**config.mk**
```make
export PLATFORM = sky130hd
export DESIGN_NAME = switch_mcu_fetch_flat
export DESIGN_NICKNAME = d
export VERILOG_FILES = /design/src/rtl/switch_mcu_fetch_pkg.sv /design/src/rtl/switch_mcu_fetch_if.sv /design/src/rtl/switch_mcu_fetch_cycle_counter.sv /design/src/rtl/switch_mcu_fetch.sv /design/src/flat_wrapper.sv
export SDC_FILE = /design/constraint.sdc
export NUM_CORES = 1
export LEC_CHECK = 0
export CAP_MARGIN = 25
export CORE_MARGIN = 2
export CORE_UTILIZATION = 30
export CTS_CLUSTER_DIAMETER = 50
export CTS_CLUSTER_SIZE = 20
export DETAILED_ROUTE_END_ITERATION = 16
export DONT_BUFFER_PORTS = 1
export PLACE_DENSITY_LB_ADDON = 0.3
export REMOVE_ABC_BUFFERS = 1
export SLEW_MARGIN = 40
export SYNTH_ARGS = -nofsm -noshare
export SYNTH_HDL_FRONTEND = slang
export SYNTH_SLANG_ARGS = --single-unit
export TNS_END_PERCENT = 1
```
**constraint.sdc**
```tcl
create_clock -name in_clk -period 1.9 [get_ports in_clk]
set_input_delay 0.38 -clock in_clk [delete_from_list [all_inputs] [get_ports in_clk]]
set_output_delay 0.38 -clock in_clk [all_outputs]
set_load 0.02 [all_outputs]
```
**src/rtl/switch_mcu_fetch_pkg.sv**
```systemverilog
// Shared types and constants for the switch MCU fetch/sequencer block.
// The CYCLES_PER_INST legality check lives here so every user applies the same bounds.
package switch_mcu_pkg;

  typedef enum logic [1:0] {
    REQ  = 2'd0,
    EXEC = 2'd1,
    ERR  = 2'd2
  } fetch_state_e;

  localparam logic [3:0]  CNT_IDLE   = 4'hF;
  localparam int          INST_BYTES = 4;
  localparam logic [31:0] NOP_INST   = 32'h0000_0013;

  localparam int CPI_MIN = 2;
  localparam int CPI_MAX = 15;

  function automatic bit cpi_legal(input int cpi);
    return (cpi >= CPI_MIN) && (cpi <= CPI_MAX);
  endfunction

endpackage

```
**src/rtl/switch_mcu_fetch_if.sv**
```systemverilog
// Instruction-memory fetch port between the fetch block (master) and imem (slave).
interface switch_mcu_fetch_if;

  // Handshake: out_imem_req stays high with out_imem_addr stable until a rising
  // clock edge samples in_imem_ack high; that edge completes the transfer and
  // in_imem_rdata/in_imem_err are only meaningful on it. Ack while req is low is ignored.
  logic        out_imem_req;
  logic [31:0] out_imem_addr;
  logic        in_imem_ack;
  logic [31:0] in_imem_rdata;
  logic        in_imem_err;

  modport master (
    output out_imem_req,
    output out_imem_addr,
    input  in_imem_ack,
    input  in_imem_rdata,
    input  in_imem_err
  );

  modport slave (
    input  out_imem_req,
    input  out_imem_addr,
    output in_imem_ack,
    output in_imem_rdata,
    output in_imem_err
  );

endinterface

```
**src/rtl/switch_mcu_fetch_cycle_counter.sv**
```systemverilog
// Per-instruction execute step counter: idles at CNT_IDLE, loads 0 on fetch,
// advances when enabled and not stalled, and flags the final step.
module switch_mcu_cycle_counter
  import switch_mcu_pkg::*;
#(
  parameter int CYCLES_PER_INST = 8
) (
  input  logic       clk_i,
  input  logic       rst_ni,
  input  logic       en_i,
  input  logic       stall_i,
  input  logic       load_zero_i,
  input  logic       force_idle_i,
  output logic [3:0] cnt_o,
  output logic       last_o
);

  localparam logic [3:0] LAST_STEP = 4'(CYCLES_PER_INST - 1);

  logic [3:0] cnt_q;
  logic [3:0] cnt_d;

  // Force-idle wins over load so a terminal fault can never restart counting.
  always_comb begin
    cnt_d = cnt_q;
    if (force_idle_i) begin
      cnt_d = CNT_IDLE;
    end else if (load_zero_i) begin
      cnt_d = 4'd0;
    end else if (en_i && !stall_i) begin
      cnt_d = cnt_q + 4'd1;
    end
  end

  always_ff @(posedge clk_i or negedge rst_ni) begin
    if (!rst_ni) begin
      cnt_q <= CNT_IDLE;
    end else begin
      cnt_q <= cnt_d;
    end
  end

  assign cnt_o  = cnt_q;
  assign last_o = en_i && (cnt_q == LAST_STEP);

endmodule

```
**src/rtl/switch_mcu_fetch.sv**
```systemverilog
// Instruction fetch and cycle sequencer: fetches one word per instruction, presents it
// for CYCLES_PER_INST execute steps, then fetches the sequential or redirected PC.
module switch_mcu_fetch
  import switch_mcu_pkg::*;
#(
  parameter logic [31:0] RESET_PC        = 32'h0000_0000,
  parameter int          CYCLES_PER_INST = 8
) (
  input  logic                in_clk,
  input  logic                in_rst,
  input  logic                in_stall,
  input  logic                in_redirect_valid,
  input  logic [31:0]         in_redirect_pc,
  switch_mcu_fetch_if.master  imem,
  output logic [31:0]         out_inst,
  output logic [3:0]          out_cycle_cnt,
  output logic                out_inst_valid,
  output logic [31:0]         out_pc,
  output logic                out_fetch_err,
  output fetch_state_e        out_dbg_state
);

  if (!cpi_legal(CYCLES_PER_INST) || (RESET_PC[1:0] != 2'b00)) begin : g_param_check
    $error("switch_mcu_fetch: illegal CYCLES_PER_INST or misaligned RESET_PC");
  end

  fetch_state_e state_q, state_d;
  logic [31:0]  addr_q, addr_d;
  logic [31:0]  pc_q, pc_d;
  logic [31:0]  inst_q, inst_d;
  logic         pend_q, pend_d;
  logic [31:0]  pend_pc_q, pend_pc_d;

  logic         cnt_load_zero;
  logic         cnt_force_idle;
  logic         cnt_last;
  logic [3:0]   cnt;
  logic [31:0]  seq_pc;
  logic [31:0]  next_pc;

  switch_mcu_cycle_counter #(
    .CYCLES_PER_INST(CYCLES_PER_INST)
  ) u_cycle_counter (
    .clk_i       (in_clk),
    .rst_ni      (in_rst),
    .en_i        (state_q == EXEC),
    .stall_i     (in_stall),
    .load_zero_i (cnt_load_zero),
    .force_idle_i(cnt_force_idle),
    .cnt_o       (cnt),
    .last_o      (cnt_last)
  );

  // A redirect arriving on the final step beats any earlier pending target.
  assign seq_pc  = pc_q + 32'(INST_BYTES);
  assign next_pc = in_redirect_valid ? in_redirect_pc : (pend_q ? pend_pc_q : seq_pc);

  always_comb begin
    state_d        = state_q;
    addr_d         = addr_q;
    pc_d           = pc_q;
    inst_d         = inst_q;
    pend_d         = pend_q;
    pend_pc_d      = pend_pc_q;
    cnt_load_zero  = 1'b0;
    cnt_force_idle = 1'b0;
    unique case (state_q)
      REQ: begin
        if (imem.in_imem_ack) begin
          if (imem.in_imem_err) begin
            state_d = ERR;
          end else begin
            inst_d        = imem.in_imem_rdata;
            pc_d          = addr_q;
            cnt_load_zero = 1'b1;
            state_d       = EXEC;
          end
        end
      end
      EXEC: begin
        if (in_redirect_valid) begin
          pend_d    = 1'b1;
          pend_pc_d = in_redirect_pc;
        end
        if (cnt_last && !in_stall) begin
          pend_d         = 1'b0;
          cnt_force_idle = 1'b1;
          addr_d         = next_pc;
          state_d        = (next_pc[1:0] != 2'b00) ? ERR : REQ;
        end
      end
      ERR: begin
        cnt_force_idle = 1'b1;
      end
      default: begin
        state_d        = ERR;
        cnt_force_idle = 1'b1;
      end
    endcase
  end

  always_ff @(posedge in_clk or negedge in_rst) begin
    if (!in_rst) begin
      state_q   <= REQ;
      addr_q    <= RESET_PC;
      pc_q      <= RESET_PC;
      inst_q    <= NOP_INST;
      pend_q    <= 1'b0;
      pend_pc_q <= 32'h0000_0000;
    end else begin
      state_q   <= state_d;
      addr_q    <= addr_d;
      pc_q      <= pc_d;
      inst_q    <= inst_d;
      pend_q    <= pend_d;
      pend_pc_q <= pend_pc_d;
    end
  end

  assign imem.out_imem_req  = (state_q == REQ);
  assign imem.out_imem_addr = addr_q;
  assign out_inst           = inst_q;
  assign out_pc             = pc_q;
  assign out_cycle_cnt      = cnt;
  assign out_inst_valid     = (state_q == EXEC);
  assign out_fetch_err      = (state_q == ERR);
  assign out_dbg_state      = state_q;

endmodule

```
**src/flat_wrapper.sv**
```systemverilog
// flat-port wrapper written by rule: the top's interface ports become plain ports
module switch_mcu_fetch_flat import switch_mcu_pkg::*;
#(
  parameter logic [31:0] RESET_PC        = 32'h0000_0000,
  parameter int          CYCLES_PER_INST = 8
)
  (in_clk, in_rst, in_stall, in_redirect_valid, in_redirect_pc, out_inst, out_cycle_cnt, out_inst_valid, out_pc, out_fetch_err, out_dbg_state, imem_out_imem_req, imem_out_imem_addr, imem_in_imem_ack, imem_in_imem_rdata, imem_in_imem_err);
  switch_mcu_fetch_if imem_i ();
  input  logic in_clk;
  input  logic in_rst;
  input  logic in_stall;
  input  logic in_redirect_valid;
  input  logic [31:0] in_redirect_pc;
  output logic [31:0] out_inst;
  output logic [3:0] out_cycle_cnt;
  output logic out_inst_valid;
  output logic [31:0] out_pc;
  output logic out_fetch_err;
  output fetch_state_e out_dbg_state;
  output wire logic [$bits(imem_i.out_imem_req)-1:0] imem_out_imem_req;
  output wire logic [$bits(imem_i.out_imem_addr)-1:0] imem_out_imem_addr;
  input wire logic [$bits(imem_i.in_imem_ack)-1:0] imem_in_imem_ack;
  input wire logic [$bits(imem_i.in_imem_rdata)-1:0] imem_in_imem_rdata;
  input wire logic [$bits(imem_i.in_imem_err)-1:0] imem_in_imem_err;
  assign imem_out_imem_req = imem_i.out_imem_req;
  assign imem_out_imem_addr = imem_i.out_imem_addr;
  assign imem_i.in_imem_ack = imem_in_imem_ack;
  assign imem_i.in_imem_rdata = imem_in_imem_rdata;
  assign imem_i.in_imem_err = imem_in_imem_err;
  switch_mcu_fetch #(.RESET_PC(RESET_PC), .CYCLES_PER_INST(CYCLES_PER_INST)) u_core (.in_clk(in_clk), .in_rst(in_rst), .in_stall(in_stall), .in_redirect_valid(in_redirect_valid), .in_redirect_pc(in_redirect_pc), .imem(imem_i), .out_inst(out_inst), .out_cycle_cnt(out_cycle_cnt), .out_inst_valid(out_inst_valid), .out_pc(out_pc), .out_fetch_err(out_fetch_err), .out_dbg_state(out_dbg_state));
endmodule
```
After elaboration in Yosys (flattened, before gate mapping)
Cells that the tools add are included.
{"block": "word_totals", "wordCells": 46, "input_bits": 70, "ff_bits": 135, "output_inout_bits": 105}
{"block": "classes", "n_reduce_logical": 13, "bitwise_logic": 2, "addsub": 2, "mux": 17, "eq_ne": 5}
{"cell": "two-way mux 32 bit", "count": 2}
{"cell": "adder 32 x 3 -> 32 bit, second input constant", "count": 1}
{"cell": "two-way mux 4 bit", "count": 3}
{"cell": "two-way mux 2 bit", "count": 4}
{"cell": "two-way mux 1 bit", "count": 6}
{"cell": "case mux 2 bit (3 select lines)", "count": 1}
{"cell": "AND reduction 2 bit", "count": 3}
{"cell": "AND reduction 3 bit", "count": 2}
{"cell": "adder 4 x 1 -> 4 bit, second input constant", "count": 1}
{"cell": "equality test 4 x 3 -> 1 bit, second input constant", "count": 1}
{"cell": "!= test 2 x 1 -> 1 bit, second input constant", "count": 2}
{"cell": "nonzero test 2 bit", "count": 2}
{"cell": "logical AND 1 bit", "count": 3}
{"cell": "nonzero test 3 bit", "count": 1}
{"cell": "equality test 2 x 1 -> 1 bit, second input constant", "count": 1}
{"cell": "equality test 2 bit, second input constant", "count": 1}
{"cell": "logical NOT 2 bit", "count": 1}
{"cell": "inverter 1 bit", "count": 2}
{"cell": "case mux 1 bit (2 select lines)", "count": 1}
{"cell": "logical NOT 1 bit", "count": 1}

Depth between registers and ports, before layout
Gate-level depths: netlist of the first run.
{"block": "depth", "ltp_word": 7, "mapped_depth": 7, "depth_no_buf": 6}

Hierarchy
A second synthesis of the first run with hierarchy kept.
{"block": "hier_totals", "hier_cells": 515, "area_unflattened_um2": 6232.2}
{"mod": "switch_mcu_fetch", "seq_area_each_um2": 3281.9, "instances": 1, "cells_per_inst": 495, "area_per_inst_um2": 5999.5}
{"mod": "switch_mcu_cycle_counter", "seq_area_each_um2": 105.1, "instances": 1, "cells_per_inst": 20, "area_per_inst_um2": 232.7}

Least setup slack after synthesis of the first run
No wires, ideal clock.
{"block": "synth_timing", "kind": "register -> register", "from": "reg u_core.pc_q[2], in the netlist u_core.out_pc[2]", "to": "reg u_core.addr_q[22], in the netlist u_core.imem.out_imem_addr[22]", "required_time_ps": 1806, "path_stages_with_launch": 7, "setup_ps": 94, "synth_period_minus_slack_ps": 1911, "path_buffers": 0, "arrival_time_ps": 1817, "path_slack_ps": -11, "cell_sequence": "dfrtp_1 -> ha_1 -> nand4_2 -> nor4_4 -> nand2_1 -> xor2_1 -> a221oi_2"}
{"block": "synth_between", "elab_chain_len": 3}
{"item": "from (decl)", "line": "switch_mcu_fetch.sv:29", "source": "logic [31:0] pc_q, pc_d;"}
{"item": "from (signal assigned)", "line": "switch_mcu_fetch.sv:113", "source": "pc_q <= pc_d;"}
{"item": "adder 32 x 3 -> 32 bit", "line": "switch_mcu_fetch.sv:55", "source": "assign seq_pc = pc_q + 32'(INST_BYTES);"}
{"item": "two-way mux 32 bit (2 in a row)", "line": "switch_mcu_fetch.sv:56", "source": "assign next_pc = in_redirect_valid ? in_redirect_pc : (pend_q ? pend_pc_q : seq_pc);"}
{"item": "to (signal assigned)", "line": "switch_mcu_fetch.sv:112", "source": "addr_q <= addr_d;"}
{"item": "to (decl)", "line": "switch_mcu_fetch.sv:28", "source": "logic [31:0] addr_q, addr_d;"}
Every way passes these cells.
A chain may end at the register's enable or synchronous reset.

Worst setup path in the final report of the first run
{"block": "layout_timing", "from": "reg u_core.pc_q[3], in the netlist u_core.out_pc[3]", "to": "reg u_core.addr_q[22], in the netlist u_core.imem.out_imem_addr[22]"}
The elaborated chain is that of the path after synthesis.

==> out/qor.yml, run 1 <==
outcome: "complete, but fails checks"
violations: "hold timing"
skew_ns: 0.00998
clock_latency_ns: 0.42
synth-adder-area-share_pct: 0.406
power.leakage_nw: 3.41
syn_area_um2: 6170
yosys_warnings: 0
synth_flop_cell: "dfrtp_1"
cp_max_fo: 8
ir_drop_mv: 0.635
initial_core_util_pct: 30.5
syn_to_final_growth_pct: 21.9
placed_cells: 821
wirelength_mm: 17.4
grtUsageTotal_pct: 16.3
antenna_found_initial: 0
start_kind: "flip-flop"
die_height_um: 147
vias_per_cell: 5.14
final_cells: 854
nFillCells: 1950
grt_max_degree: 136
drt_first_pass_iters: 5
grt_pass1_vias: 4812
netlist_instances: 523
clockRootBuffer: "clkbuf_16"
synth_top_family_by_area: "multiplexers"
synth.avg_cell_area_um2: 11.8
synth_compound_area_share_pct: 9.68
rrSetupSlack_ns: 0.1
yosys.area_share.simple_pct: 10.8
post-route-period-util_pct: 94.8
worstPathRequired_ns: 2.22
synth_seq_cells: 135
synth_largest_area_cell: "dfrtp_1"
muxShareOfSynthArea_pct: 17.8
core.rowCount: 52
cts.sinks: 135
nets: 643
cts_tree: "yes"
drv_cap: 0
tightest_slew_ns: 0.761
synthTopCellsByArea: "dfrtp_1, mux2_2, dfstp_2"
hold_viol: 135
cts_buffers: 17
synth_edf_count: 0
max_slew_margin_pct: 49.2
die_width_um: 147
end_kind: "flip-flop"
seq_area_um2: 3390
path_clk_slew_ns: 0.06
drc: 0
wl_per_cell_um: 20.4
io_pins: 175
io_buffers: 0
fin_crit_ns: 1.80
timing.fmax_mhz: 555
dp_hpwl_mm: 12.1
crit_type: "flip-flop to flip-flop"
drv_slew: 0
cts_buffer_depth: 2
synth.distinct_cells: 42
coreArea_um2: 20200
synthXorXnorAreaFrac_pct: 3.83
drt-initial-drc-count: 181
dieArea_um2: 21700
drive_gt1_share_pct: 35.8
hold-worst-slack_ns: -0.340
cts_htree_levels: 4
arrival_ns: 2.12
grt_pass1_wl_mm: 27.1
ys_seq_area_share_pct: 54.9
powerDensity_nw_per_um2: 1080
multi_input_comb_area_um2: 2690
synth_top_area_share_pct: 51.9
power_w: 0.00815
synthArstFlopShare_pct: 100
ant_nets: 0
setup_viol: 0
overflow: 0
hold_class: "input pin to asynchronous set/reset pin"
num_vias: 4387
gp_congestion: 0.818
diodes: 0
-- layout by cell type, fill, tap and decap left out, types with 17 or more instances in the layout --
master     count
dfrtp_1      128
mux2_2        94
buf_4         53
nand2_1       40
nor2_1        39
o21ai_0       24
o22ai_1       19
xor2_1        18
a21oi_1       17
clkbuf_16     17
-- power breakdown --
group,switching (W),internal [W],leakage (nW)
sequential,0.000700,0.00335,1.76
clock,0.00120,0.00212,0.295
combinational,0.000340,0.000442,1.36
total,0.00224,0.00592,3.41
-- synthesized netlist by cell type, drive strengths merged, types with 2 or more instances --
master    n
a221oi   17
xor2     18
a221o     2
mux2     94
nor3b     2
a21oi    17
nand2    41
nor3     10
mux2i     4
nor2b     4
nand4    13
nor4      3
xnor2     9
inv       8
dfstp     7
dfrtp   128
nor2     41
and3      7
a31oi     4
o21ai    24
a32oi     2
o22ai    19
nand3    10
clkbuf   13
ha        2
buf      16
-- layer usage --
| metal | part of all wire (%) | global-route usage (%) |
|---|---|---|
| met4 | 2.4 | 6.44 |
| met2 | 47 | 26.0 |
| met3 | 12 | 8.70 |
| met1 | 38 | 18.5 |
| met5 | 0 | 0 |
-- flip-flops by register name, summed over array words and instances, names as in the netlist --
signal                        count
u_core.out_dbg_state              2
u_core.pend_q                     1
u_core.out_pc                    32
u_core.imem.out_imem_addr        32
u_core.pend_pc_q                 32
u_core.out_inst                  32
u_core.u_cycle_counter.cnt_o      4
-- cell type report --
class                   count  area share (%)
flip-flops and latches    135            45.0
clock buffers              23            6.22
repair buffers             58            6.50
well taps                 270            4.49
inverters                   8           0.399
clock inverters             9            1.65
multi-input cells         351            35.7
-- logic make-up after synthesis --
| group | count (synthesis) |
|---|---|
| muxes | 98 |
| DFF | 135 |
| buffers and inverters | 37 |
| AOI/OAI and AO/OA | 91 |
| adders and majority gates | 2 |
| xor gates and xnor gates | 27 |
| and+or+nand+nor | 133 |
-- metrics by stage --
step | instance area (um2) | worst slack (ns) | hold WS (ns) | setup TNS (ns) | util (%)
final | 7520 | 0.0979 | -0.340 | 0 | 37.2
after global routing | 7520 | -0.00186 | -0.371 | -0.00186 | 37.2
after global placement | 6870 | 0.0914 | 0.0881 | 0 | 34.0
after detailed placement | 6880 | 0.0141 | 0.0881 | 0 | 34.0
after floorplan | 6040 | -3.65 | 0.0844 | -250.92 | -
after CTS | 7470 | 0.0129 | -0.362 | 0 | 36.9
-- critical path, stage by stage (launching register included) --
cell,delay (ns)
dfrtp_1,0.37
ha_2,0.23
nand4_2,0.19
nor4_4,0.23
buf_4,0.22
nand2_1,0.09
xor2_1,0.15
a221oi_2,0.22
-- what timing repair did --
item | in CTS | in global routing
resized for setup | 1 | 9
buffers inserted | 0 | 1
endpoints found under the setup margin | 1 | 16
pin swaps | 0 | 1
endpoints found under the hold margin | 135 | 135
-- path summary, 6_finish.rpt --
check / from / endpoint / depth (start not counted)
hold reg to reg: u_core.pend_pc_q[8]$_DFFE_PN0P_ / u_core.pend_pc_q[8]$_DFFE_PN0P_ / 1
hold / removal: in_rst / u_core.out_inst[15]$_DFFE_PN0P_ / 0
min in group in_clk: in_redirect_pc[18] / u_core.pend_pc_q[18]$_DFFE_PN0P_ / 1
setup / recovery: u_core.out_pc[3]$_DFFE_PN0P_ / u_core.imem.out_imem_addr[22]$_DFFE_PN0P_ / 7
setup reg to reg: u_core.out_pc[3]$_DFFE_PN0P_ / u_core.imem.out_imem_addr[22]$_DFFE_PN0P_ / 7
max in group asynchronous: in_rst / u_core.u_cycle_counter.cnt_o[2]$_DFFE_PN1P_ / 0
No activity file was read; power rests on OpenSTA's default activity.
==> run 2, diff against run 1 <==
--- a/config.mk
+++ b/config.mk
@@ -12,7 +12,6 @@
 export CTS_CLUSTER_SIZE = 20
 export DETAILED_ROUTE_END_ITERATION = 16
 export DONT_BUFFER_PORTS = 1
-export PLACE_DENSITY_LB_ADDON = 0.3
 export REMOVE_ABC_BUFFERS = 1
 export SLEW_MARGIN = 40
 export SYNTH_ARGS = -nofsm -noshare
==> constraint.sdc (replaced) <==
create_clock -name in_clk -period 1.6 [get_ports in_clk]
set_input_delay 0.32 -clock in_clk [delete_from_list [all_inputs] [get_ports in_clk]]
set_output_delay 0.32 -clock in_clk [all_outputs]
set_load 0.02 [all_outputs]
==> run 2 against run 1 <==
Compared with the run above: the run ends with hold timing, setup timing left; maximum frequency grew 5.9%; first-iteration DRC count shrank 14%; non-clock buffer count grew 30; clock skew shrank 0.0015 ns; setup slack lost 0.20 ns; sequential share of layout area shrank 4.1 points; utilization grew 3.7 points; critical path type unchanged; total power grew 24%; flip-flop and latch count is the same; final area grew 9.9%; global-route usage grew 0.87 points; cell count grew 3.5%.
==> out/qor.yml, run 2 (synthesis gave the netlist of run 1 again) <==
coreArea_um2: 20200  # unchanged
cp_max_fo: 4  # was 8
netSwitchingFraction_pct: 27.5  # was 27.4%
worst_slack_ns: -0.102  # was 0.0979 ns
drive_gt1_share_pct: 43.5  # was 35.8%
antenna_found_initial: 0  # unchanged
power.leakage_nw: 3.79  # was 3.41 nW
io_pins: 175  # unchanged
dp_slack_ns: -0.315  # was 0.0141 ns
most-common-layout-cells: "dfrtp_1, buf_4, mux2_2, mux2_4, nand2_1"  # was dfrtp_1, mux2_2, buf_4, nand2_1, nor2_1
comb_power_share_pct: 11.0  # was 9.6%
drt-initial-drc-count: 155  # was 181
wirelength_mm: 18.2  # was 17.4 mm
hold_class: "input pin to asynchronous set/reset pin"  # unchanged
hold-worst-slack_ns: -0.403  # was -0.340 ns
ant_nets: 0  # unchanged
timing.fmax_mhz: 588  # was 555 MHz
violations: "hold timing, setup timing"  # was hold timing
p_clk_share_pct: 41.4  # was 40.7%
reg2reg_to: "u_core.imem.out_imem_addr[16]$_DFFE_PN0P_"  # was u_core.imem.out_imem_addr[22]$_DFFE_PN0P_
seq_area_um2: 3390  # about the same
die_height_um: 147  # unchanged
placed_cell_area_um2: 7170  # was 6880 um2
fin_crit_ns: 1.70  # was 1.80 ns
post-route-period-util_pct: 106  # was 94.8%
start_kind: "flip-flop"  # unchanged
nets: 673  # was 643
powerDensity_nw_per_um2: 1230  # was 1080 nW/um2
hold_viol: 135  # unchanged
arrival_ns: 2.03  # was 2.12 ns
drt_first_pass_iters: 5  # unchanged
die_width_um: 147  # unchanged
cts_tree: "yes"  # unchanged
nFillCells: 1894  # was 1950
grt_max_degree: 136  # unchanged
vias_per_cell: 5.22  # was 5.14
diodes: 0  # unchanged
rsz0062_at_grt: "yes"
syn_to_final_growth_pct: 34.1  # was 21.9%
skew_ns: 0.00850  # was 0.00998 ns
worstPathRequired_ns: 1.93  # was 2.22 ns
dp_hpwl_mm: 12.5  # was 12.1 mm
tightest_slew_ns: 0.448  # was 0.761 ns
setup_viol: 57  # was 0
wl_per_cell_um: 20.6  # was 20.4 um
dieArea_um2: 21700  # unchanged
grtUsageTotal_pct: 17.2  # was 16.3%
crit_type: "flip-flop to flip-flop"  # unchanged
rrSetupSlack_ns: -0.10  # was 0.1 ns
initial_core_util_pct: 30.5  # unchanged
power_w: 0.0101  # was 0.00815 W
path_clk_slew_ns: 0.06  # about the same
seqPwrFrac_pct: 47.6  # was 49.7%
drv_cap: 0  # unchanged
grt_pass1_vias: 5084  # was 4812
drv_slew: 0  # unchanged
drc: 0  # unchanged
final_cell_area_um2: 8270  # was 7520 um2
io_buffers: 0  # unchanged
p_int_w: 0.00735  # was 0.00592 W
cts_buffers: 17  # unchanged
max_slew_margin_pct: 70.0  # was 49.2%
cts_htree_levels: 4  # unchanged
gp_congestion: 0.800  # was 0.818
ir_drop_mv: 0.576  # was 0.635 mV
reg2regPathDepth: 8  # was 7
outcome: "complete, but fails checks"  # unchanged
grt_pass1_wl_mm: 28.8  # was 27.1 mm
overflow: 0  # unchanged
layout_commonest_cell: "dfrtp_1"  # unchanged
switching_power_w: 0.00279  # was 0.00224 W
clockRootBuffer: "clkbuf_16"  # unchanged
cts.sinks: 135  # unchanged
core.rowCount: 52  # unchanged
num_vias: 4615  # was 4387
multi_input_comb_area_um2: 3040  # was 2690 um2
r2r-start: "u_core.out_pc[2]$_DFFE_PN0P_"  # was u_core.out_pc[3]$_DFFE_PN0P_
end_kind: "flip-flop"  # unchanged
cts_buffer_depth: 2  # unchanged
clock_latency_ns: 0.41  # was 0.42 ns
-- run 2: what timing repair did --
item / 4_1_cts / 5_1_grt
resized for setup: 65 / 42
endpoints found under the hold margin: 135 / 135
buffers inserted: 2 / 3
setup endpoints to repair: 96 / 101
cloned: 0 / 0
pin swaps: 7 / 15
-- run 2: worst max-delay path by stage --
stage	from	slack, ns	endpoint
floorplan	u_core.out_dbg_state[1]$_DFFE_PN0P_	-3.95	u_core.u_cycle_counter.cnt_o[1]$_DFFE_PN1P_
global placement	u_core.out_pc[2]$_DFFE_PN0P_	-0.28	u_core.imem.out_imem_addr[16]$_DFFE_PN0P_
detailed placement	u_core.out_pc[2]$_DFFE_PN0P_	-0.32	u_core.imem.out_imem_addr[16]$_DFFE_PN0P_
CTS	u_core.out_pc[3]$_DFFE_PN0P_	-0.13	u_core.imem.out_imem_addr[23]$_DFFE_PN0P_
global route	u_core.out_pc[2]$_DFFE_PN0P_	-0.17	u_core.imem.out_imem_addr[22]$_DFFE_PN0P_
finish	u_core.out_pc[2]$_DFFE_PN0P_	-0.10	u_core.imem.out_imem_addr[16]$_DFFE_PN0P_
-- run 2: critical path: stages (launching register included) --
cell	delay, ns
dfrtp_1	0.36
ha_2	0.22
nand4_4	0.13
buf_4	0.19
nor3_4	0.16
buf_4	0.15
nand4_1	0.10
xor2_1	0.16
o22ai_1	0.14
-- run 2: cell type report --
class	instances	area share, %
Sequential cell	135	41.0
Inverter	8	0.363
Timing Repair Buffer	88	10.2
Tap cell	270	4.09
Clock inverter	11	2.07
Clock buffer	21	5.57
Multi-Input combinational cell	351	36.8
-- run 2: per-stage QoR --
step / TNS, ns / std cells / utilization, %
3_3_place_gp: -2.01 / 847 / 35.4
3_5_place_dp: -5.27 / 847 / 35.4
2_1_floorplan: -291.42 / 494 / -
5_1_grt: -6.21 / 884 / 40.9
4_1_cts: -2.35 / 881 / 40.0
6_report: -1.26 / 884 / 40.9
-- run 2: per-layer routing --
metal | GRT usage (%) | vias to the layer above | routed length, um
li1 | - | 2057 | -
met1 | 20.4 | 2340 | 7090
met2 | 27.6 | 191 | 8810
met3 | 7.53 | 27 | 2000
met4 | 6.73 | 0 | 338
met5 | 0 | - | 0
-- run 2: power by group through the flow --
stage | sequential, W | combinational [W] | clock (W)
finish | 0.00483 | 0.00112 | 0.00419
global route | 0.00490 | 0.00123 | 0.00445
CTS | 0.00482 | 0.00105 | 0.00430
detailed placement | 0.00485 | 0.000978 | 0
global placement | 0.00483 | 0.000928 | 0
floorplan | 0.00480 | 0.000624 | 0
==> run 3, diff against run 2 <==
--- a/config.mk
+++ b/config.mk
@@ -12,6 +12,7 @@
 export CTS_CLUSTER_SIZE = 20
 export DETAILED_ROUTE_END_ITERATION = 16
 export DONT_BUFFER_PORTS = 1
+export RECOVER_POWER = 100
 export REMOVE_ABC_BUFFERS = 1
 export SLEW_MARGIN = 40
 export SYNTH_ARGS = -nofsm -noshare
==> run 3 against run 2 <==
Compared with the run above: the run still ends with hold timing, setup timing left; clock-buffer cell count stayed put; wire length hardly changed; clock skew is 0.00063 ns higher; via count is 0.48% lower; flip-flop and latch count stayed put; setup slack worse by 0.0096 ns; clock power hardly changed; critical path type unchanged; largest cell class unchanged.
==> out/qor.yml, run 3 (synthesis gave the netlist of run 1 again) <==
hold-worst-slack_ns: -0.405  # was -0.403 ns
wirelength_mm: 18.2  # about the same
clock_latency_ns: 0.42  # was 0.41 ns
core.rowCount: 52  # unchanged
end_kind: "flip-flop"  # unchanged
timing.fmax_mhz: 584  # was 588 MHz
diodes: 0  # unchanged
grtUsageTotal_pct: 17.2  # unchanged
ant_nets: 0  # unchanged
arrival_ns: 2.04  # was 2.03 ns
drt-initial-drc-count: 158  # was 155
reg2regPathDepth: 8  # unchanged
die_width_um: 147  # unchanged
drt_first_pass_iters: 5  # unchanged
worst_slack_ns: -0.112  # was -0.102 ns
nets: 673  # unchanged
crit_type: "flip-flop to flip-flop"  # unchanged
overflow: 0  # unchanged
final_cells: 884  # unchanged
grt_pass1_vias: 5084  # unchanged
hold_class: "input pin to asynchronous set/reset pin"  # unchanged
coreArea_um2: 20200  # unchanged
hold_viol: 135  # unchanged
placed_cells: 847  # unchanged
grt_max_degree: 136  # unchanged
cts_buffers: 17  # unchanged
violations: "hold timing, setup timing"  # unchanged
drv_cap: 0  # unchanged
tightest_slew_ns: 0.452  # was 0.448 ns
io_pins: 175  # unchanged
fin_crit_ns: 1.71  # was 1.70 ns
drv_slew: 0  # unchanged
antenna_found_initial: 0  # unchanged
setup_viol: 60  # was 57
power.leakage_nw: 3.76  # was 3.79 nW
layout_commonest_cell: "dfrtp_1"  # unchanged
skew_ns: 0.00914  # was 0.00850 ns
worstPathRequired_ns: 1.93  # about the same
num_vias: 4593  # was 4615
ir_drop_mv: 0.580  # was 0.576 mV
wl_per_cell_um: 20.6  # about the same
max_slew_margin_pct: 69.9  # was 70.0%
most-common-layout-cells: "dfrtp_1, buf_4, mux2_2, mux2_4, nand2_1"  # unchanged
io_buffers: 0  # unchanged
cts.sinks: 135  # unchanged
post-route-period-util_pct: 107  # was 106%
grt_pass1_wl_mm: 28.8  # unchanged
cts_htree_levels: 4  # unchanged
die_height_um: 147  # unchanged
gp_congestion: 0.800  # unchanged
drive_gt1_share_pct: 42.2  # was 43.5%
syn_to_final_growth_pct: 33.1  # was 34.1%
rsz0062_at_grt: "yes"  # unchanged
start_kind: "flip-flop"  # unchanged
path_clk_slew_ns: 0.06  # about the same
initial_core_util_pct: 30.5  # unchanged
dp_hpwl_mm: 12.5  # unchanged
cp_max_fo: 4  # unchanged
vias_per_cell: 5.20  # was 5.22
cts_tree: "yes"  # unchanged
clockRootBuffer: "clkbuf_16"  # unchanged
cts_buffer_depth: 2  # unchanged
outcome: "complete, but fails checks"  # unchanged
powerDensity_nw_per_um2: 1230  # about the same
dieArea_um2: 21700  # unchanged
drc: 0  # unchanged
-- run 3: final cells by class --
class / instances / area (um2)
fillers: 1908 / 12000
flip-flops and latches: 135 / 3390
multi-input cells: 351 / 3040
repair buffers: 88 / 787
clock buffers: 21 / 460
well taps: 270 / 338
clock inverters: 11 / 171
inverters: 8 / 30.0
-- run 3: path summary, 6_finish.rpt --
kind | startpoint | endpoint | slack, ns
worst min register to register | u_core.pend_pc_q[16]$_DFFE_PN0P_ | u_core.pend_pc_q[16]$_DFFE_PN0P_ | 0.51
max in group asynchronous | in_rst | u_core.out_inst[1]$_DFFE_PN1P_ | 1.76
worst max register to register | u_core.out_pc[2]$_DFFE_PN0P_ | u_core.imem.out_imem_addr[16]$_DFFE_PN0P_ | -0.11
worst min-delay path | in_rst | u_core.out_dbg_state[0]$_DFFE_PN0P_ | -0.40
worst max-delay path | u_core.out_pc[2]$_DFFE_PN0P_ | u_core.imem.out_imem_addr[16]$_DFFE_PN0P_ | -0.11
min in group in_clk | imem_in_imem_rdata[2] | u_core.out_inst[2]$_DFFE_PN0P_ | 0.04
-- run 3: per-layer routing --
metal,up-vias,global-route usage [%],wire (um)
met1,2330,20.4,7170
met2,184,27.6,8770
met4,0,6.73,297
met3,26,7.53,1990
li1,2053,-,-
met5,-,0,0
-- run 3: power breakdown --
| part | switching (W) | total (W) | internal (W) |
|---|---|---|---|
| registers | 0.000850 | 0.00482 | 0.00397 |
| logic | 0.000438 | 0.00109 | 0.000655 |
| clock network | 0.00151 | 0.00420 | 0.00270 |
| total | 0.00279 | 0.0101 | 0.00732 |
-- run 3: repair_timing --
| action | 4_1_cts | 5_1_grt |
|---|---|---|
| hold endpoints to repair | 135 | 135 |
| setup buffers | 2 | 3 |
| pin swaps | 7 | 15 |
| setup endpoints to repair | 96 | 101 |
| gates resized for setup | 65 | 42 |
-- run 3: worst max-delay path, stage by stage (launching register included) --
cell and delay, ns:
dfrtp_1 0.36, ha_2 0.22, nand4_4 0.13, buf_4 0.19
nor3_4 0.16, buf_4 0.15, nand4_1 0.10, xor2_1 0.16
o22ai_1 0.14
-- run 3: stage by stage --
step                      TNS, ns  utilization (%)  power (W)  area (um2)  setup slack [ns]
after floorplan           -291.42                -    0.00542        6040             -3.95
after global placement      -2.01             35.4    0.00576        7170            -0.276
after detailed placement    -5.27             35.4    0.00582        7170            -0.315
after CTS                   -2.35             40.0     0.0102        8090            -0.134
after global routing        -6.48             40.6     0.0105        8210            -0.175
final                       -1.34             40.6     0.0101        8210            -0.112
